### src/rtl/td4_sw_conditioner_if.sv
// Switch-side bundle of the TD4 input conditioner: raw switches in and
// conditioned value, edge strobes and settled flag out.
interface td4_sw_conditioner_if;
  logic [3:0] sw_raw;
  logic [3:0] sw;
  logic [3:0] sw_rise;
  logic [3:0] sw_fall;
  logic       sw_valid;

  modport master (
    output sw_raw,
    input  sw,
    input  sw_rise,
    input  sw_fall,
    input  sw_valid
  );

  modport slave (
    input  sw_raw,
    output sw,
    output sw_rise,
    output sw_fall,
    output sw_valid
  );
endinterface

### src/rtl/td4_sw_conditioner.sv
// Synchronises and debounces the four TD4 board switches, producing a clean
// value, one-cycle edge strobes and a sticky settled flag.
module td4_sw_conditioner #(
  parameter int TICK_DIV   = 1000,
  parameter int STABLE_CNT = 4
) (
  input  logic                 clock,
  input  logic                 reset,
  td4_sw_conditioner_if.slave  swif
);

  localparam int PCW = (TICK_DIV > 1) ? $clog2(TICK_DIV) : 1;
  localparam int CW  = $clog2(STABLE_CNT + 1);

  localparam logic [PCW-1:0] PC_LAST    = PCW'(TICK_DIV - 1);
  localparam logic [CW-1:0]  CNT_LAST   = CW'(STABLE_CNT - 1);
  localparam logic [CW-1:0]  SETTLE_MAX = CW'(STABLE_CNT);

  logic [3:0]     s1_reg;
  logic [3:0]     s2_reg;
  logic [PCW-1:0] pc_reg;
  logic           tick;
  logic [CW-1:0]  settle_reg;
  logic           valid_reg;
  logic [3:0]     sw_vec;
  logic [3:0]     rise_vec;
  logic [3:0]     fall_vec;

  always_ff @(posedge clock or negedge reset) begin
    if (!reset) begin
      s1_reg <= 4'b0000;
      s2_reg <= 4'b0000;
    end else begin
      s1_reg <= swif.sw_raw;
      s2_reg <= s1_reg;
    end
  end

  // With TICK_DIV=1 the counter never leaves 0, so tick stays high.
  assign tick = (pc_reg == PC_LAST);

  always_ff @(posedge clock or negedge reset) begin
    if (!reset) begin
      pc_reg <= '0;
    end else if (tick) begin
      pc_reg <= '0;
    end else begin
      pc_reg <= pc_reg + 1'b1;
    end
  end

  // Valid rises on the same tick that would accept a switch held through reset.
  always_ff @(posedge clock or negedge reset) begin
    if (!reset) begin
      settle_reg <= '0;
      valid_reg  <= 1'b0;
    end else if (tick) begin
      if (settle_reg != SETTLE_MAX) begin
        settle_reg <= settle_reg + 1'b1;
      end
      if (settle_reg == CNT_LAST) begin
        valid_reg <= 1'b1;
      end
    end
  end

  genvar gi;
  generate
    for (gi = 0; gi < 4; gi++) begin : g_bit
      logic [CW-1:0] cnt_reg;
      logic          bit_sw_reg;
      logic          bit_rise_reg;
      logic          bit_fall_reg;

      always_ff @(posedge clock or negedge reset) begin
        if (!reset) begin
          cnt_reg      <= '0;
          bit_sw_reg   <= 1'b0;
          bit_rise_reg <= 1'b0;
          bit_fall_reg <= 1'b0;
        end else begin
          bit_rise_reg <= 1'b0;
          bit_fall_reg <= 1'b0;
          if (tick) begin
            if (s2_reg[gi] == bit_sw_reg) begin
              cnt_reg <= '0;
            end else if (cnt_reg == CNT_LAST) begin
              cnt_reg      <= '0;
              bit_sw_reg   <= s2_reg[gi];
              bit_rise_reg <= s2_reg[gi];
              bit_fall_reg <= ~s2_reg[gi];
            end else begin
              cnt_reg <= cnt_reg + 1'b1;
            end
          end
        end
      end

      assign sw_vec[gi]   = bit_sw_reg;
      assign rise_vec[gi] = bit_rise_reg;
      assign fall_vec[gi] = bit_fall_reg;
    end
  endgenerate

  assign swif.sw       = sw_vec;
  assign swif.sw_rise  = rise_vec;
  assign swif.sw_fall  = fall_vec;
  assign swif.sw_valid = valid_reg;

endmodule

### src/flat_wrapper.sv
// flat-port wrapper written by rule: the top's interface ports become plain ports
module td4_sw_conditioner_flat 
#(
  parameter int TICK_DIV   = 1000,
  parameter int STABLE_CNT = 4
)
  (clock, reset, swif_sw_raw, swif_sw, swif_sw_rise, swif_sw_fall, swif_sw_valid);
  td4_sw_conditioner_if swif_i ();
  input  logic clock;
  input  logic reset;
  input wire logic [$bits(swif_i.sw_raw)-1:0] swif_sw_raw;
  output wire logic [$bits(swif_i.sw)-1:0] swif_sw;
  output wire logic [$bits(swif_i.sw_rise)-1:0] swif_sw_rise;
  output wire logic [$bits(swif_i.sw_fall)-1:0] swif_sw_fall;
  output wire logic [$bits(swif_i.sw_valid)-1:0] swif_sw_valid;
  assign swif_i.sw_raw = swif_sw_raw;
  assign swif_sw = swif_i.sw;
  assign swif_sw_rise = swif_i.sw_rise;
  assign swif_sw_fall = swif_i.sw_fall;
  assign swif_sw_valid = swif_i.sw_valid;
  td4_sw_conditioner #(.TICK_DIV(TICK_DIV), .STABLE_CNT(STABLE_CNT)) u_core (.clock(clock), .reset(reset), .swif(swif_i));
endmodule
### config.mk
export PLATFORM = sky130hd
export DESIGN_NAME = td4_sw_conditioner_flat
export DESIGN_NICKNAME = d
export VERILOG_FILES = /design/src/rtl/td4_sw_conditioner_if.sv /design/src/rtl/td4_sw_conditioner.sv /design/src/flat_wrapper.sv
export SDC_FILE = /design/constraint.sdc
export NUM_CORES = 1
export LEC_CHECK = 0
export BUFFER_PORTS_ARGS = -buffer_cell sky130_fd_sc_hd__buf_4
export CAP_MARGIN = 30
export CORE_UTILIZATION = 30
export CTS_CLUSTER_SIZE = 30
export DETAILED_ROUTE_END_ITERATION = 10
export SYNTH_ARGS = -nofsm -noshare
export SYNTH_HDL_FRONTEND = slang
export SYNTH_SLANG_ARGS = --single-unit
### constraint.sdc
create_clock -name clock -period 5 [get_ports clock]
set_input_delay 0.5 -clock clock [delete_from_list [all_inputs] [get_ports clock]]
set_output_delay 0.5 -clock clock [all_outputs]
set_load 0.005 [all_outputs]
[Word-level counts from Yosys, hierarchy flattened]
Cells that the tools add are included.
Word-level totals
  memories kept: 0
  ROM bits: 0
  bits in latches: 0
  input port bits: 6
  bits in writable memories: 0
  output and inout bits: 13
  word-level logic and storage cells: 85
  register bits: 46
Operators by class
  bitwise operators: 8
  reduce and logical (&&, ||, !) cells: 6
  equality and inequality tests: 11
  add/subtract/negate cells: 6
  divide/modulo/power cells: 0
  mux-type cells: 33
  shift operators: 0
  $lt $le $gt $ge: 0
  multipliers: 0
Operators with widths (number)
  $mux W1: 24
  $mux W3: 8
  $add A3 B1 Y3 const B: 5
  $eq A3 B2 Y1 const B: 5
  $reduce_and A3 Y1: 4
  $add A10 B1 Y10 const B: 1
  $eq A10 B10 Y1 const B: 1
  $mux W10: 1
  $not A1 Y1: 8
  $eq A1 B1 Y1: 4
  $reduce_and A2 Y1: 2
  $ne A3 B3 Y1 const B: 1

[Depth between registers and ports, before layout]
  word-level depth: 4
  depth in mapped cells: 5
  depth with buffers taken out: 4

[Worst setup path before layout]
OpenSTA, ideal clock, no wires.
  path kind: flip-flop to flip-flop
  from: register u_core.pc_reg[0]
  to: register u_core.g_bit[2].bit_sw_reg
  period minus slack after synthesis: 1755 ps
  setup slack: 3245 ps
  library setup time: 125 ps
  arrival: 1630 ps
  data required time: 4875 ps
  buffers on the path: 1
  cell stages (with the launch flop): 6
  path through: dfrtp_1 > ha_1 > nand4_4 > buf_4 > nor4_4 > mux2_2
On the way
  longest elaborated chain between the ends: 2
RTL lines
  start, declared: line td4_sw_conditioner.sv:21  | logic [PCW-1:0] pc_reg;
  start signal, assigned: line td4_sw_conditioner.sv:48  | pc_reg <= pc_reg + 1'b1;
  $eq A10 B10 Y1: line td4_sw_conditioner.sv:40  | assign tick = (pc_reg == PC_LAST);
  $reduce_and A3 Y1 (no source line)
  end signal, assigned: line td4_sw_conditioner.sv:89  | bit_sw_reg <= s2_reg[gi];
  end, declared: line td4_sw_conditioner.sv:71  | logic bit_sw_reg;
No other way between the ends.
A chain may end at the register's enable or synchronous reset.

[Worst setup path after layout]
  from: register u_core.pc_reg[0]
  to: register u_core.g_bit[3].cnt_reg[1]
On the way
  longest elaborated chain between the ends: 1
RTL lines
  $eq A10 B10 Y1: line td4_sw_conditioner.sv:40
  end signal, assigned: line td4_sw_conditioner.sv:93  | cnt_reg <= cnt_reg + 1'b1;
  end, declared: line td4_sw_conditioner.sv:70  | logic [CW-1:0] cnt_reg;
No other way between the ends.

==> impl_results.md <==
- Status: finished, final reports clean
- Final nets: 198
- Reg-to-reg startpoint: u_core.pc_reg[0]
- Net load switching power: 0.1488 mW
- Wirelength per Cell: 11.95 µm
- Flop pwr share: 59.6%
- FF+latch area: 1151 µm²
- Final core occ: 34.66%
- Core Area: 6869 µm²
- Combinational power share: 2.1%
- Vias per std cell: 4.577
- Share of the synthesized area in the top cell type: 53.61%
- Detailed Routing Iterations Pass 1: 4
- Synth Flop Type: dfrtp_1
- Final Hold Vio Count: 0
- Layout cell share with drive strength beyond 1: between 20% and 30%
- Met2 WL: between 1500 and 2000 µm
- CTS HTree Levels: 2
- IO buf count: 18
- Worst VDD drop: around 0.16 mV
- Die extent in x: 86.60 µm
- Dpl cell area: 2283 µm²
- Die H: 86.60 µm
- Cts hold-fix bufs: 0
- Synth area leader: dfrtp_1
- Worst-Skew Late Latency: 300 ps
- Req. time, crit path: 5190 ps
- Wire length of the first global-routing pass: 5658 µm
- TritonCTS Buffers: 5
- Placement Setup Slack: roughly 2900 ps
- Antenna-violating nets left: 0
- Avg Synthesized Cell Area: 12.13 µm²
- Commonest cells post-synth: 46 x dfrtp_1, 13 x buf_4, 10 x nand3_1
- DR WL met3: 94 µm
- Area contributors post-synth: dfrtp_1 54%, ha_1 4.7%, buf_4 4.5%
- Slew @ Worst Pin: roughly 920 ps
- Min Tclk post-route: roughly 2100 ps
- Internal power: 0.4839 mW
- Dpl hpwl: 2169 µm
- Fin cells: 281
- Synth unique cells: 40
- Met1 WL: 1687 µm
- Design Area, Final: 2381 µm²
- Longest Clk Path Bufs: 2
- R2r endpoint: u_core.g_bit[3].cnt_reg[1]
- Number of flops mapped to enable cells by yosys: 0
- Leakage: 1.132 nW
- Highest layer used for signal routing: met4
- Crit path capture type: register
- Slew HR: 38.65%
- Final WS setup: 2901 ps
- Setup TNS: 0 ps
- GP Congestion: 0.6979
- Register area share after synthesis: 53.61%
- Vias in the first global route: 1200
- Crit share post-route: 41.97%
- R2R Setup Slk: between 2000 and 3000 ps
- CTS tree: built
- Final WL: 3358 µm
- Global Route Usage Sum: 9.892%
- Clock slew at reported path FFs: 100 ps
- CP Class: reg -> reg
- Max Clock Freq: 0.4765 GHz
- Initial antenna violation count: 0
- Gate Count Post-Synth: 177
- Synthesis Warnings: 0
- Crit-path cells: ha_1 -> nand4_4 -> nor3_2 -> mux2_2
- Critical-path top delay cell: nor3_2
- Switching share of total power: between 20% and 30%
- Async set-or-reset flop fraction in the synthesized netlist: 100.0%
- Setup Skew: 10.78 ps
- R2R cell count: 4
- Fill cell count: 682
- Clk pwr share: a little under two fifths
- Die Area: 7500 µm²
- #FFs+latches synth: 46
- Critical Path AT: between 2000 and 2500 ps
- DRT iter0 DRCs: 84
- Pins over their slew limit: 0
- Cell with the most instances after synthesis: dfrtp_1
- Syn nets: 191
- Largest net degree at the start of global routing: 47
- Synth-to-Final Area Change: 10.90%
- Setup violation total in the final timing report: 0
- Via count: 1286
- Worst setup startpoint: u_core.pc_reg[0]
- Cell Area, Synth: between 2000 and 2500 µm²
- Post-CTS setup buffers: 0
- Slowest Stage Delay on Critical Path: about 560 ps
- Power per cell area: 265.7 nW/µm²
- Crit Path Max Fanout: 16
- Post-CTS sizing: 0
- Tightest Hold Check Type: in -> async
- Antenna diodes: 0
- Gr ovfl total: 0
- Max-Cap Viols: 0
- CP startpoint kind: register
- Clock root cell: clkbuf_8
- Placed Cells: 273
- Initial Utilization: 31.26%
- Multi-input gate area: between 800 and 900 µm²
- # rows: 30
- DRC Markers: 0
- Max reg flops: 12
- Clk sink count: 46
- RSZ-0062 raised after global routing: false
- I/O pins: 19
kinds of logic after synthesis:
logic type / Yosys count / synth area share, %
xor gates and xnor gates: 7 / 2.856
AOI/OAI and AO/OA: 28 / 9.441
adders and majority gates: 8 / 4.662
muxes: 7 / 3.672
buffers and inverters: 22 / 6.235
DFF: 46 / 53.61
and+or+nand+nor: 59 / 19.52
final cells by class:
cell class              count  share of cell area, %
well taps                  96                  5.045
clock inverters             3                  1.209
flip-flops and latches     46                  48.34
multi-input cells         109                  36.21
inverters                   4                 0.6306
repair buffers             18                  5.675
clock buffers               5                  2.890
worst max path at each step:
stage | endpoint | slack, ps | depth (start not counted)
finish | u_core.g_bit[3].cnt_reg[1] | 2900 | 4
global route | u_core.g_bit[3].cnt_reg[1] | 2750 | 4
CTS | u_core.g_bit[3].cnt_reg[1] | 2870 | 4
detailed placement | u_core.g_bit[3].cnt_reg[1] | 2870 | 4
global placement | u_core.g_bit[3].cnt_reg[1] | 2950 | 4
floorplan | u_core.g_bit[2].bit_sw_reg | 3250 | 5
per-layer routing:
layer  vias to the layer above  track usage, %
met5                         -               0
met4                         0           3.182
met3                         2           3.429
met2                        16           15.08
met1                       628           13.16
li1                        640               -
critical path: cells and delay by family (launching register included):
family                   cells  cell delay [ps]
flip-flops                   1              390
AND/OR/NAND/NOR              2              880
multiplexers                 1              390
adder cells (fa/ha/maj)      1              320
cell usage in the layout (no fill, tap or decap), drive strengths merged, types with 2 or more instances in the layout:
| master | synthesis | final |
|---|---|---|
| a21boi | 3 | 3 |
| a21oi | 2 | 2 |
| and3b | 8 | 8 |
| buf | 16 | 18 |
| clkbuf | 2 | 5 |
| dfrtp | 46 | 46 |
| ha | 8 | 8 |
| inv | 4 | 6 |
| mux2 | 7 | 7 |
| nand2 | 5 | 5 |
| nand2b | 8 | 8 |
| nand3 | 10 | 10 |
| nand3b | 4 | 4 |
| nand4 | 3 | 3 |
| nor2 | 2 | 2 |
| nor2b | 2 | 2 |
| nor3 | 3 | 3 |
| nor4 | 4 | 4 |
| o211ai | 2 | 2 |
| o21ai | 9 | 9 |
| o31ai | 7 | 7 |
| or3 | 4 | 4 |
| xnor2 | 3 | 3 |
| xor2 | 4 | 4 |
power groups by stage:
stage | logic [mW] | registers (mW) | clock network [mW]
2_1_floorplan | 0.00335 | 0.384 | 0
3_3_place_gp | 0.0143 | 0.384 | 0
3_5_place_dp | 0.0144 | 0.384 | 0
4_1_cts | 0.0144 | 0.377 | 0.255
5_1_grt | 0.0158 | 0.378 | 0.271
6_report | 0.0135 | 0.377 | 0.242
through the flow:
step / hold WS, ps / total power, mW
finish: 185.2 / 0.6326
global route: 211.8 / 0.6645
CTS: 201.9 / 0.6462
detailed placement: 335.6 / 0.3988
global placement: 332.2 / 0.3986
floorplan: 204.4 / 0.3873
Power figures use the tool's default switching activity.
